$ cat src/rtl/fft_stream_reader_if.sv
// Bank-read and TX stream signals of fft_stream_reader.
// master = the reader (drives reads and the stream), slave = memories + consumer.
interface fft_stream_reader_if #(
  parameter int unsigned R  = 5,
  parameter int unsigned DW = 16
);
  logic            o_m0_r_en;
  logic [R-2:0]    o_m0_addr;
  logic [2*DW-1:0] i_m0_rdata;
  logic            o_m1_r_en;
  logic [R-2:0]    o_m1_addr;
  logic [2*DW-1:0] i_m1_rdata;
  logic [2*DW-1:0] o_tx_data;
  logic            o_tx_valid;
  logic            i_tx_ready;
  logic            o_tx_last;
  logic [R-1:0]    o_tx_idx;

  modport master (
    output o_m0_r_en, o_m0_addr, o_m1_r_en, o_m1_addr,
    output o_tx_data, o_tx_valid, o_tx_last, o_tx_idx,
    input  i_m0_rdata, i_m1_rdata, i_tx_ready
  );

  modport slave (
    input  o_m0_r_en, o_m0_addr, o_m1_r_en, o_m1_addr,
    input  o_tx_data, o_tx_valid, o_tx_last, o_tx_idx,
    output i_m0_rdata, i_m1_rdata, i_tx_ready
  );
endinterface

$ cat src/rtl/fft_stream_reader.sv
// Streams one N-point FFT frame from two ping-pong banks onto a valid/ready stream.
// Optional stall counter output enabled by FFT_STREAM_STALL_CNT_EN.
module fft_stream_reader #(
  parameter int unsigned N      = 32,
  parameter int unsigned R      = 5,
  parameter int unsigned DW     = 16,
  parameter int unsigned BITREV = 1
) (
  input  logic        i_clk,
  input  logic        i_rst,
  input  logic        i_start,
  output logic        o_busy,
  output logic        o_done,
`ifdef FFT_STREAM_STALL_CNT_EN
  output logic [15:0] o_stall_cnt,
`endif
  fft_stream_reader_if.master io_bus
);

  localparam int unsigned SW = 2 * DW;
  localparam int unsigned AW = R - 1;

  typedef enum logic [1:0] {S_IDLE, S_RUN, S_DRAIN, S_DONE} state_t;

  typedef struct packed {
    logic [SW-1:0] data;
    logic [R-1:0]  idx;
    logic          last;
  } entry_t;

  function automatic logic [R-1:0] f_bitrev(input logic [R-1:0] x);
    logic [R-1:0] y;
    for (int i = 0; i < int'(R); i++) y[i] = x[R-1-i];
    return y;
  endfunction

  state_t        r_state, w_state_nxt;
  logic          r_busy, r_done;
  logic [R-1:0]  r_c;
  logic          r_infl, r_infl_bank, r_infl_last;
  logic [R-1:0]  r_infl_idx;
  logic [AW-1:0] r_m0_addr, r_m1_addr;
  entry_t        r_e0, r_e1;
  logic [1:0]    r_count;
  logic          r_valid;

  logic [R-1:0]  w_m;
  logic          w_bank;
  logic [AW-1:0] w_addr;
  logic          w_pop, w_push, w_issue, w_accept, w_last_read;
  logic [1:0]    w_committed, w_count_nxt, w_slot;
  entry_t        w_new;

  // Memory index for the current sequence count; bank is the parity of the index.
  assign w_m    = (BITREV != 0) ? f_bitrev(r_c) : r_c;
  assign w_bank = ^w_m;
  assign w_addr = w_m[AW-1:0];

  // Credit: FIFO entries plus the in-flight read never exceed the 2 FIFO slots.
  assign w_pop       = r_valid & io_bus.i_tx_ready;
  assign w_push      = r_infl;
  assign w_committed = r_count + 2'(r_infl);
  assign w_issue     = (r_state == S_RUN) && ((w_committed - 2'(w_pop)) < 2'd2);
  assign w_accept    = (r_state == S_IDLE) && i_start;
  assign w_last_read = w_issue && (r_c == R'(N - 1));
  assign w_count_nxt = r_count + 2'(w_push) - 2'(w_pop);
  assign w_slot      = r_count - 2'(w_pop);

  assign w_new.data = r_infl_bank ? io_bus.i_m1_rdata : io_bus.i_m0_rdata;
  assign w_new.idx  = r_infl_idx;
  assign w_new.last = r_infl_last;

  // Read port: the idle bank keeps presenting its last address.
  assign io_bus.o_m0_r_en = w_issue & ~w_bank;
  assign io_bus.o_m1_r_en = w_issue &  w_bank;
  assign io_bus.o_m0_addr = (w_issue & ~w_bank) ? w_addr : r_m0_addr;
  assign io_bus.o_m1_addr = (w_issue &  w_bank) ? w_addr : r_m1_addr;

  assign io_bus.o_tx_data  = r_e0.data;
  assign io_bus.o_tx_idx   = r_e0.idx;
  assign io_bus.o_tx_last  = r_e0.last;
  assign io_bus.o_tx_valid = r_valid;
  assign o_busy            = r_busy;
  assign o_done            = r_done;

  always_ff @(posedge i_clk) begin
    if (i_rst) begin
      r_state <= S_IDLE;
      r_busy  <= 1'b0;
      r_done  <= 1'b0;
    end else begin
      r_state <= w_state_nxt;
      r_busy  <= (w_state_nxt != S_IDLE);
      r_done  <= (w_state_nxt == S_DONE);
    end
  end

  // DRAIN finishes on the cycle that empties the FIFO, so o_done follows the last pop directly.
  always_comb begin
    w_state_nxt = r_state;
    unique case (r_state)
      S_IDLE:  if (i_start) w_state_nxt = S_RUN;
      S_RUN:   if (w_last_read) w_state_nxt = S_DRAIN;
      S_DRAIN: if ((w_count_nxt == 2'd0) && !r_infl) w_state_nxt = S_DONE;
      S_DONE:  w_state_nxt = S_IDLE;
      default: w_state_nxt = S_IDLE;
    endcase
  end

  always_ff @(posedge i_clk) begin
    if (i_rst) begin
      r_c         <= '0;
      r_infl      <= 1'b0;
      r_infl_bank <= 1'b0;
      r_infl_idx  <= '0;
      r_infl_last <= 1'b0;
      r_m0_addr   <= '0;
      r_m1_addr   <= '0;
    end else begin
      if (w_accept)     r_c <= '0;
      else if (w_issue) r_c <= r_c + R'(1);
      r_infl <= w_issue;
      if (w_issue) begin
        r_infl_bank <= w_bank;
        r_infl_idx  <= r_c;
        r_infl_last <= (r_c == R'(N - 1));
      end
      if (w_issue & ~w_bank) r_m0_addr <= w_addr;
      if (w_issue &  w_bank) r_m1_addr <= w_addr;
    end
  end

  // Two-entry shift FIFO: entry 0 is always the head, so stream outputs come straight from flops.
  always_ff @(posedge i_clk) begin
    if (i_rst) begin
      r_e0    <= '0;
      r_e1    <= '0;
      r_count <= '0;
      r_valid <= 1'b0;
    end else begin
      r_count <= w_count_nxt;
      r_valid <= (w_count_nxt != 2'd0);
      if (w_pop) r_e0 <= r_e1;
      if (w_push) begin
        if (w_slot == 2'd0) r_e0 <= w_new;
        else                r_e1 <= w_new;
      end
    end
  end

`ifdef FFT_STREAM_STALL_CNT_EN
  logic [15:0] r_stall_cnt;

  always_ff @(posedge i_clk) begin
    if (i_rst || w_accept)
      r_stall_cnt <= '0;
    else if (r_valid && !io_bus.i_tx_ready && (r_stall_cnt != 16'hFFFF))
      r_stall_cnt <= r_stall_cnt + 16'd1;
  end

  assign o_stall_cnt = r_stall_cnt;
`endif

endmodule

$ cat src/flat_wrapper.sv
// flat-port wrapper written by rule: the top's interface ports become plain ports
module fft_stream_reader_flat 
#(
  parameter int unsigned N      = 32,
  parameter int unsigned R      = 5,
  parameter int unsigned DW     = 16,
  parameter int unsigned BITREV = 1
)
  (i_clk, i_rst, i_start, o_busy, o_done, io_bus_o_m0_r_en, io_bus_o_m0_addr, io_bus_o_m1_r_en, io_bus_o_m1_addr, io_bus_o_tx_data, io_bus_o_tx_valid, io_bus_o_tx_last, io_bus_o_tx_idx, io_bus_i_m0_rdata, io_bus_i_m1_rdata, io_bus_i_tx_ready);
  fft_stream_reader_if #(.R(R), .DW(DW)) io_bus_i ();
  input  logic i_clk;
  input  logic i_rst;
  input  logic i_start;
  output logic o_busy;
  output logic o_done;
  output wire logic [$bits(io_bus_i.o_m0_r_en)-1:0] io_bus_o_m0_r_en;
  output wire logic [$bits(io_bus_i.o_m0_addr)-1:0] io_bus_o_m0_addr;
  output wire logic [$bits(io_bus_i.o_m1_r_en)-1:0] io_bus_o_m1_r_en;
  output wire logic [$bits(io_bus_i.o_m1_addr)-1:0] io_bus_o_m1_addr;
  output wire logic [$bits(io_bus_i.o_tx_data)-1:0] io_bus_o_tx_data;
  output wire logic [$bits(io_bus_i.o_tx_valid)-1:0] io_bus_o_tx_valid;
  output wire logic [$bits(io_bus_i.o_tx_last)-1:0] io_bus_o_tx_last;
  output wire logic [$bits(io_bus_i.o_tx_idx)-1:0] io_bus_o_tx_idx;
  input wire logic [$bits(io_bus_i.i_m0_rdata)-1:0] io_bus_i_m0_rdata;
  input wire logic [$bits(io_bus_i.i_m1_rdata)-1:0] io_bus_i_m1_rdata;
  input wire logic [$bits(io_bus_i.i_tx_ready)-1:0] io_bus_i_tx_ready;
  assign io_bus_o_m0_r_en = io_bus_i.o_m0_r_en;
  assign io_bus_o_m0_addr = io_bus_i.o_m0_addr;
  assign io_bus_o_m1_r_en = io_bus_i.o_m1_r_en;
  assign io_bus_o_m1_addr = io_bus_i.o_m1_addr;
  assign io_bus_o_tx_data = io_bus_i.o_tx_data;
  assign io_bus_o_tx_valid = io_bus_i.o_tx_valid;
  assign io_bus_o_tx_last = io_bus_i.o_tx_last;
  assign io_bus_o_tx_idx = io_bus_i.o_tx_idx;
  assign io_bus_i.i_m0_rdata = io_bus_i_m0_rdata;
  assign io_bus_i.i_m1_rdata = io_bus_i_m1_rdata;
  assign io_bus_i.i_tx_ready = io_bus_i_tx_ready;
  fft_stream_reader #(.N(N), .R(R), .DW(DW), .BITREV(BITREV)) u_core (.i_clk(i_clk), .i_rst(i_rst), .i_start(i_start), .o_busy(o_busy), .o_done(o_done), .io_bus(io_bus_i));
endmodule
$ cat config.mk
export PLATFORM = sky130hd
export DESIGN_NAME = fft_stream_reader_flat
export DESIGN_NICKNAME = d
export VERILOG_FILES = /design/src/rtl/fft_stream_reader_if.sv /design/src/rtl/fft_stream_reader.sv /design/src/flat_wrapper.sv
export SDC_FILE = /design/constraint.sdc
export NUM_CORES = 1
export LEC_CHECK = 0
export CAP_MARGIN = 10
export CORE_ASPECT_RATIO = 0.9
export CORE_MARGIN = 2
export CORE_UTILIZATION = 40
export CTS_CLUSTER_SIZE = 28
export DETAILED_ROUTE_END_ITERATION = 7
export PLACE_DENSITY = 0.68
export SLEW_MARGIN = 5
export SYNTH_ARGS = -nofsm -noshare
export SYNTH_HDL_FRONTEND = slang
export SYNTH_SLANG_ARGS = --single-unit
$ cat constraint.sdc
create_clock -name i_clk -period 4.1 [get_ports i_clk]
set_clock_uncertainty 0.1 [all_clocks]
set_input_delay 0.615 -clock i_clk [delete_from_list [all_inputs] [get_ports i_clk]]
set_output_delay 0.615 -clock i_clk [all_outputs]
set_load 0.01 [all_outputs]
==> results of run 1 <==
-- stage by stage --
stage / cell area (um^2) / total power [uW] / util [%]
after floorplan: 4590 / 1850 / -
after global placement: 5880 / 2230 / 52.0
after detailed placement: 5880 / 2260 / 52.0
after CTS: 6170 / 3120 / 54.7
after global routing: 6200 / 3260 / 54.9
final: 6200 / 3100 / 54.9
-- area by class of cell --
type | instances | area (um^2) | share of cell area [%]
Tap cell | 156 | 195 | 3.15
Inverter | 2 | 7.51 | 0.121
Multi-Input combinational cell | 331 | 2320 | 37.5
Clock inverter | 4 | 52.6 | 0.848
Timing Repair Buffer | 131 | 1290 | 20.8
Sequential cell | 104 | 2080 | 33.6
Antenna cell | 1 | 2.50 | 0.0404
Clock buffer | 12 | 246 | 3.98
-- registers in the layout, summed over array words and instances (netlist names) --
register / flops
u_core.o_done: 1
u_core.r_infl_last: 1
u_core.io_bus.o_tx_valid: 1
u_core.r_e1: 38
u_core.io_bus.o_tx_idx: 5
u_core.r_state: 2
u_core.r_infl_bank: 1
u_core.io_bus.o_tx_data: 32
u_core.r_c: 5
u_core.r_m0_addr: 4
u_core.r_count: 2
u_core.r_m1_addr: 4
u_core.o_busy: 1
u_core.r_infl_idx: 5
u_core.r_infl: 1
u_core.io_bus.o_tx_last: 1
-- worst min-delay path by stage --
stage	start	depth (start not counted)	endpoint	slack, ps
2_1_floorplan	u_core.r_m1_addr[0]	2	u_core.r_m1_addr[0]	350
6_report	u_core.r_m1_addr[3]	2	u_core.r_m1_addr[3]	380
5_1_grt	u_core.r_m1_addr[1]	2	u_core.r_m1_addr[1]	400
4_1_cts	u_core.r_m0_addr[0]	2	u_core.r_m0_addr[0]	380
3_3_place_gp	u_core.r_m1_addr[2]	2	u_core.r_m1_addr[2]	360
3_5_place_dp	u_core.r_m0_addr[0]	2	u_core.r_m0_addr[0]	370
-- cell usage after synthesis --
cell type	count	area, um^2
a21o_1	1	7.51
dfxtp_1	104	2080
o31ai_1	2	15.0
o31a_1	1	8.76
or4_1	3	22.5
nor4b_1	1	8.76
mux2i_1	46	460
a311o_1	1	10.0
a21boi_0	1	7.51
buf_1	5	18.8
or4b_2	1	10.0
nor2_1	49	184
a311oi_1	6	52.6
nand2b_1	14	87.6
ha_1	4	50.1
xor2_2	1	16.3
nor3_1	3	15.0
xnor2_2	1	16.3
nor3_4	1	16.3
and3_1	33	206
clkbuf_1	35	131
and3b_1	1	8.76
nor2b_1	2	12.5
nand3_2	1	10.0
nand3_1	14	70.1
a211oi_1	97	728
xnor2_1	3	26.3
or3_1	1	6.26
nand3b_1	1	7.51
buf_2	7	35.0
inv_1	2	7.51
o21ai_0	9	45.0
nand2_1	10	37.5
xor2_1	1	8.76
a21oi_1	14	70.1
mux2_2	8	90.1
-- power groups by stage --
| stage | Combinational [uW] | Clock, uW | Sequential [uW] |
|---|---|---|---|
| after global routing | 1060 | 914 | 1290 |
| after floorplan | 571 | 0 | 1280 |
| final | 974 | 856 | 1270 |
| after detailed placement | 971 | 0 | 1290 |
| after CTS | 976 | 873 | 1270 |
| after global placement | 953 | 0 | 1280 |
-- cell usage in the layout (no fill, tap or decap), types with 9 or more instances in the layout --
cell / instances
clkdlybuf4s50_1: 117
dfxtp_1: 103
a211oi_1: 97
nor2_1: 49
mux2i_1: 46
and3_1: 33
nand2b_1: 14
nand3_1: 14
a21oi_1: 14
buf_4: 12
nand2_1: 10
o21ai_0: 9
clkbuf_16: 9
-- per-layer routing --
layer  part of all wire (%)  global-route usage (%)  up-vias
met1                     48                    25.6     1890
li1                       -                       -     1992
met5                      0                       0        -
met3                    4.5                    3.05       18
met2                     45                    29.4      103
met4                    2.2                    7.23        0
-- cell families (layout without fill, tap and decap cells) --
family,count (synthesis),in the layout,synth area share (%)
and+or+nand+nor,135,135,15.3
AOI/OAI and AO/OA,132,132,20.6
muxes,54,54,12.0
xor gates and xnor gates,6,6,1.47
adders and majority gates,4,4,1.09
DFF,104,104,45.4
buffers and inverters,49,149,4.20
other,0,1,0
-- critical path: cells and delay by family --
kind,cells,cell delay (ps)
mux,1,340
simple gates,4,480
xor+xnor,2,470
fa+ha+maj,1,200
buf+inv,2,1040
==> run_results.csv, run 1 <==
group,metric,value,unit
pwr,clock_power_share,27.7,%
grt,grt_overflow,0,
pwr,seqPwrFrac,40.9,%
clocking,htreeDepth,3,
detailed_routing,ant_nets,0,
synthesis,synthCells,484,
pwr,p_sw,991,uW
critical_path,cp_max_fo,9,
critical_path,worstRegToRegCells,6,
detailed_routing,routedWlPerCell,15.5,um
critical_path,slowest_delay,530,ps
die,die_area,0.0124,mm^2
grt,grt_pass1_vias,3775,
clocking,cts.clk_slew.worst_paths,70,ps
clocking,cts_resized,0,
synthesis,ys_seq_area_share,45.4,%
critical_path,cp.required,3380,ps
run_status,outcome,"completed",
timing,slew_headroom,28.4,%
die,die_h,106,um
synthesis,synth-seq-cells,104,
critical_path,r2r-start,"u_core.io_bus.o_tx_valid",
final_layout,area_delta_synth_final,35.0,%
place,place_congestion,0.723,
place,port_buffers,118,
timing,period_share,94.0,%
critical_path,crit_chain,"clkdlybuf4s50_1 -> nand2_1 -> nand2_1 -> nand2_1 -> ha_1 -> xor2_2 -> xor2_1 -> nand3_2 -> mux2_2 -> clkdlybuf4s50_1",
timing,finalHoldViolations,0,
timing,final-setup-viol-count,0,
pwr,p_leak,0.00220,uW
synthesis,yosysWarnings,0,
timing,rsz0062_at_grt,"no",
clocking,cts_buffers,9,
clocking,clk-insertion-delay-late,340,ps
critical_path,reg2reg_to,"u_core.r_e1[36]",
die,row_count,37,
detailed_routing,drc,0,
timing,setup_ws,245,ps
pwr,internal_power,2100,uW
die,die_x,117,um
critical_path,crit_start,"io_bus_i_tx_ready",
critical_path,path_common_cell,"nand2_1",
timing,finalSetupTns,0,ps
final_layout,drive_above_1_share,7.53,%
pwr,irDropWorstVdd,0.000260,V
clocking,cts.sinks,104,
timing,max_freq,259,MHz
pwr,switching_share,32.0,%
synthesis,ys_types,36,
timing,max_slew.worst_pin.slew,1070,ps
final_layout,fin_nets,651,
detailed_routing,wirelength,11.5,mm
synthesis,synth_area_per_cell,9.48,um^2
clocking,cts.path.max_buffers,2,
final_layout,fin_cells,741,
synthesis,synth_fp_nets,556,
place,dp_slack,266,ps
clocking,cts_tree,"done",
detailed_routing,dr.pass1.iters,4,
grt,antenna_found_initial,1,
place,hpwlAfterDp,7.45,mm
die,start_util,40.6,%
flow_run,drv_cap,0,
critical_path,crit_slowest_cell,"clkdlybuf4s50_1",
critical_path,crit_path_end,"io_bus_o_m0_addr[0]",
die,core_area,0.0113,mm^2
critical_path,crit_path_start_kind,"input pin",
synthesis,syn_area,0.00459,mm^2
grt,grt_pass1_wl,18.6,mm
pwr,power_density,500,mW/mm^2
timing,post-route-min-period,3850,ps
timing,hold_slack,380,ps
clocking,cts_post_setup_buffers_inserted,0,
detailed_routing,first_iter_violations,258,
place,dp.cells,723,
critical_path,reg2reg_slack,1720,ps
final_layout,fillerInstances,1014,
detailed_routing,vias_per_cell,5.40,
critical_path,crit_arrival,3140,ps
die,ios,119,
detailed_routing,num_vias,4003,
grt,track_usage,18.7,%
clocking,root_buffer,"clkbuf_16",
min_path,worstHoldPathType,"flop to flop",
critical_path,cp-end-kind,"output port",
critical_path,critical_path_class,"input pin to output port",
timing,slew_viol_final,0,
grt,grt_max_degree,72,
pwr,pwr-share-comb,31.5,%
clocking,postCtsHoldBufs,0,
No activity file was read; power rests on OpenSTA's default activity.
==> run 2: changes to the inputs <==
ABC_CLOCK_PERIOD_IN_PS = 4100   (was default)
RECOVER_POWER = 25   (was default)
==> run_results.csv, run 2 (synthesis results as in run 1) <==
group,metric,value,unit
critical_path,crit_path_start_kind,"input pin",
critical_path,path_delay_family,"buffers and inverters",
critical_path,cp_max_fo,9,
die,die_x,117,um
place,port_buffers,118,
pwr,seqPwrFrac,41.2,%
pwr,power.total,3070,uW
timing,rsz0062_at_grt,"no",
detailed_routing,ant_nets,0,
final_layout,design_area,0.00618,mm^2
timing,period_share,94.0,%
clocking,cts_post_setup_buffers_inserted,0,
final_layout,fillerInstances,1015,
place,place_congestion,0.723,
pwr,clock_power_share,27.9,%
grt,track_usage,18.7,%
die,start_util,40.6,%
pwr,power_density,496,mW/mm^2
timing,finalSetupTns,0,ps
clocking,cts_buffers,9,
die,die_h,106,um
min_path,worstHoldPathType,"flop to flop",
detailed_routing,drc,0,
critical_path,crit_chain,"clkdlybuf4s50_1 -> nand2_1 -> nand2_1 -> nand2_1 -> ha_1 -> xor2_2 -> xor2_1 -> nand3_2 -> mux2_2 -> clkdlybuf4s50_1",
timing,max_slew.worst_pin.slew,1790,ps
timing,finalHoldViolations,0,
place,hpwlAfterDp,7.45,mm
critical_path,slowest_delay,530,ps
pwr,p_leak,0.00230,uW
final_layout,drive_above_1_share,7.19,%
final_layout,largest-register,"u_core.r_e1",
timing,post-route-min-period,3850,ps
clocking,postCtsHoldBufs,0,
timing,slew_headroom,-19.1,%
critical_path,worst-path-buf-inv,2,
timing,final-setup-viol-count,0,
die,ios,119,
run_status,violations,"capacitance limit, slew limit",
clocking,clk-insertion-delay-late,340,ps
pwr,pwr-share-comb,30.9,%
clocking,htreeDepth,3,
final_layout,largest_reg_flops,38,
flow_run,drv_cap,1,
critical_path,cp.required,3380,ps
critical_path,crit_slowest_cell,"clkdlybuf4s50_1",
die,core_area,0.0113,mm^2
pwr,switching_share,32.2,%
critical_path,critical_path_class,"input pin to output port",
detailed_routing,num_vias,4017,
clocking,cts.sinks,104,
final_layout,final_cell_mix,"103 x dfxtp_1, 97 x a211oi_1, 81 x clkdlybuf4s50_1",
detailed_routing,wirelength,11.4,mm
timing,hold_slack,380,ps
final_layout,area_delta_synth_final,34.6,%
detailed_routing,vias_per_cell,5.42,
grt,grt_pass1_wl,18.6,mm
critical_path,crit_arrival,3140,ps
clocking,cts_resized,0,
clocking,cts_tree,"done",
pwr,internal_power,2080,uW
grt,grt_max_degree,72,
clocking,root_buffer,"clkbuf_16",
detailed_routing,routedWlPerCell,15.4,um
detailed_routing,first_iter_violations,251,
critical_path,cp-end-kind,"output port",
critical_path,path_common_cell,"nand2_1",
clocking,cts.clk_slew.worst_paths,60,ps
timing,max_freq,259,MHz
timing,slew_viol_final,46,
grt,grt_pass1_vias,3775,
pwr,p_sw,988,uW
final_layout,fin_nets,651,
grt,grt_overflow,0,
run_status,outcome,"complete, but fails checks",
detailed_routing,dr.pass1.iters,4,
place,placement.cell_area,0.00588,mm^2
final_layout,final_common_cell,"dfxtp_1",
pwr,irDropWorstVdd,0.000260,V
die,row_count,37,
grt,antenna_found_initial,1,
clocking,cts.path.max_buffers,2,
die,die_area,0.0124,mm^2
## run 2: cell types whose count changed in the layout (fill, tap and decap cells not counted)
cell             previous run  this run
clkbuf_1                    2         4
buf_2                       1         0
buf_12                      1         0
clkdlybuf4s50_1           117        81
dlygate4sd3_1               0        36
## run 2: power groups by stage
stage / Sequential (uW) / Clock (uW) / Combinational (uW)
global placement: 1280 / 0 / 953
global route: 1280 / 914 / 1040
finish: 1260 / 856 / 948
floorplan: 1280 / 0 / 571
CTS: 1270 / 873 / 976
detailed placement: 1290 / 0 / 971
## run 2: worst register-to-register path, delay by kind of cell, from the launching register on
| family | cells | cell delay, ps |
|---|---|---|
| flops | 1 | 350 |
| simple gates | 2 | 370 |
| buf+inv | 2 | 740 |
| compound gates | 2 | 720 |
## run 2: metrics by stage
| stage | instances | setup slack [ps] | util [%] |
|---|---|---|---|
| 6_report | 741 | 246 | 54.7 |
| 5_1_grt | 741 | 88.1 | 54.7 |
| 4_1_cts | 739 | 245 | 54.7 |
| 3_5_place_dp | 723 | 266 | 52.0 |
| 3_3_place_gp | 723 | 280 | 52.0 |
| 2_1_floorplan | 484 | 587 | - |
## run 2: path summary, 6_finish.rpt
| kind | start | end | slack, ps | depth (start not counted) |
|---|---|---|---|---|
| worst max register to register | u_core.io_bus.o_tx_valid | u_core.r_e1[36] | 1720 | 6 |
| worst min register to register | u_core.io_bus.o_tx_idx[2] | u_core.io_bus.o_tx_idx[2] | 380 | 2 |
| worst max-delay path | io_bus_i_tx_ready | io_bus_o_m0_addr[0] | 250 | 10 |
| worst min-delay path | u_core.io_bus.o_tx_idx[2] | u_core.io_bus.o_tx_idx[2] | 380 | 2 |
## run 2: routing by layer
metal	share of wire, %	global-route usage, %	up-vias
met5	0	0	-
met4	2.2	7.23	0
met3	4.7	3.05	18
met2	45	29.4	107
met1	48	25.6	1899
li1	-	-	1993
## run 2: area by class of cell
class | instances | area [um^2] | area share [%]
inverter | 2 | 7.51 | 0.121
multi-input combinational | 331 | 2320 | 37.6
tap | 156 | 195 | 3.16
sequential | 104 | 2080 | 33.7
clock inverter | 4 | 52.6 | 0.850
clock buffer | 12 | 246 | 3.99
timing repair buffer | 131 | 1270 | 20.5
antenna | 1 | 2.50 | 0.0405
==> run 3: changes to the inputs <==
CORE_ASPECT_RATIO = 0.8   (was 0.9)
==> run_results.csv, run 3 (synthesis results as in run 1) <==
group,metric,value,unit
pwr,seqPwrFrac,41.5,%
critical_path,path_common_cell,"nand2_1",
timing,post-route-min-period,3910,ps
min_path,worstHoldPathType,"flop to flop",
clocking,postCtsHoldBufs,0,
detailed_routing,wl_met1,5.51,mm
detailed_routing,first_iter_violations,306,
clocking,cts.sinks,104,
timing,rsz0062_at_grt,"no",
critical_path,crit_slowest_cell,"clkdlybuf4s50_1",
detailed_routing,dr.pass1.iters,4,
critical_path,slowest_delay,530,ps
place,hpwlAfterDp,7.76,mm
detailed_routing,routedWlPerCell,16.0,um
grt,track_usage,19.5,%
final_layout,seqCellArea,0.00208,mm^2
grt,grt_overflow,0,
clocking,cts.path.max_buffers,2,
critical_path,cp-end-kind,"output port",
critical_path,crit_arrival,3200,ps
clocking,cts_resized,0,
place,placement.cell_area,0.00589,mm^2
pwr,irDropWorstVdd,0.000285,V
final_layout,design_area,0.00618,mm^2
place,dp_slack,183,ps
critical_path,crit_path_start_kind,"input pin",
clocking,cts_tree,"done",
timing,slew_viol_final,63,
final_layout,largest_reg_flops,38,
critical_path,r2r-start,"u_core.io_bus.o_tx_valid",
final_layout,multi_input_area,0.00232,mm^2
die,die_x,124,um
detailed_routing,wl_met3,528,um
clocking,cts.clk_slew.worst_paths,70,ps
final_layout,final_cell_mix,"103 x dfxtp_1, 97 x a211oi_1, 81 x clkdlybuf4s50_1",
critical_path,path_delay_family,"buffers and inverters",
die,start_util,41.7,%
grt,grt_pass1_vias,3922,
clocking,clk-insertion-delay-late,340,ps
run_status,outcome,"complete, but fails checks",
timing,slew_headroom,-63.5,%
die,ios,119,
pwr,p_sw,995,uW
final_layout,fillerInstances,972,
detailed_routing,top_layer,"met4",
critical_path,worstRegToRegCells,6,
min_path,min_from,"u_core.r_m1_addr[2]",
critical_path,worst-path-buf-inv,2,
clocking,htreeDepth,3,
detailed_routing,num_vias,3999,
run_status,violations,"capacitance limit, slew limit",
critical_path,reg2reg_slack,1550,ps
pwr,clock_power_share,27.3,%
critical_path,cp.required,3380,ps
final_layout,n_antenna_cell,0,
final_layout,final_common_cell,"dfxtp_1",
timing,finalHoldViolations,0,
grt,antenna_found_initial,0,
clocking,cts_buffers,9,
timing,period_share,95.4,%
die,die_area,0.0124,mm^2
die,die_h,99.8,um
place,port_buffers,118,
detailed_routing,ant_nets,0,
grt,grt_pass1_wl,19.2,mm
pwr,internal_power,2070,uW
critical_path,crit_chain,"clkdlybuf4s50_1 -> nand2_1 -> nand2_1 -> nand2_1 -> ha_1 -> xor2_2 -> xor2_1 -> nand3_2 -> mux2_2 -> clkdlybuf4s50_1",
place,place_congestion,0.805,
final_layout,drive_above_1_share,7.53,%
timing,finalSetupTns,0,ps
final_layout,fin_util,56.1,%
clocking,cts_post_setup_buffers_inserted,0,
critical_path,reg2reg_to,"u_core.r_e1[23]",
clocking,root_buffer,"clkbuf_16",
grt,grt_max_degree,63,
detailed_routing,met2_length,5.52,mm
timing,final-setup-viol-count,0,
min_path,hold_end,"u_core.r_m1_addr[2]",
detailed_routing,vias_per_cell,5.49,
final_layout,largest-register,"u_core.r_e1",
final_layout,fin_nets,651,
flow_run,drv_cap,1,
timing,setup_ws,188,ps
critical_path,critical_path_class,"input pin to output port",
pwr,p_leak,0.00230,uW
final_layout,area_delta_synth_final,34.6,%
timing,max_slew.worst_pin.slew,2450,ps
critical_path,cp_max_fo,9,
timing,max_freq,256,MHz
detailed_routing,drc,0,
pwr,pwr-share-comb,31.2,%
min_path,hold_depth,2,
detailed_routing,wirelength,11.6,mm
pwr,power_density,496,mW/mm^2
die,row_count,34,
die,core_area,0.0110,mm^2
pwr,switching_share,32.5,%
==> run 3: per-layer routing <==
| layer | up-vias | GRT usage, % |
|---|---|---|
| met3 | 6 | 4.26 |
| met1 | 1901 | 26.2 |
| li1 | 2003 | - |
| met2 | 89 | 31.7 |
| met4 | 0 | 5.24 |
| met5 | - | 0 |
==> run 3: how the worst max path moves through the flow <==
stage | cells after the start | end | slack, ps | start
final | 10 | io_bus_o_m0_addr[2] | 190 | io_bus_i_tx_ready
after global routing | 10 | io_bus_o_m0_addr[2] | 20 | io_bus_i_tx_ready
after CTS | 10 | io_bus_o_m1_addr[1] | 180 | io_bus_i_tx_ready
after detailed placement | 10 | io_bus_o_m1_addr[1] | 180 | io_bus_i_tx_ready
after global placement | 10 | io_bus_o_m1_addr[1] | 250 | io_bus_i_tx_ready
after floorplan | 10 | io_bus_o_m1_addr[0] | 590 | io_bus_i_tx_ready
==> run 3: worst register-to-register path, stage by stage (launching register included) <==
cell and delay [ps]:
dfxtp_1 560, buf_4 320, and3b_1 250, o31a_2 630, buf_12 300, nor2_1 80, a211oi_1 200
==> run 3: cell type report <==
cell class / count / share of cell area [%]
multi-input combinational: 331 / 37.6
timing repair buffer: 131 / 21.0
sequential: 104 / 33.7
inverter: 2 / 0.121
clock inverter: 6 / 0.972
clock buffer: 10 / 3.70
tap: 144 / 2.91
==> run 3: power by group through the flow <==
stage	combinational [uW]	sequential [uW]	clock (uW)
floorplan	571	1280	0
global placement	959	1290	0
detailed placement	981	1300	0
CTS	985	1280	860
global route	1050	1290	896
finish	956	1270	836
==> run 3: stage by stage <==
stage               total power, uW  std cells  hold slack (ps)
floorplan                      1850        484              346
global placement               2250        712              358
detailed placement             2280        712              369
CTS                            3120        728              379
global route                   3240        728              401
finish                         3070        728              374
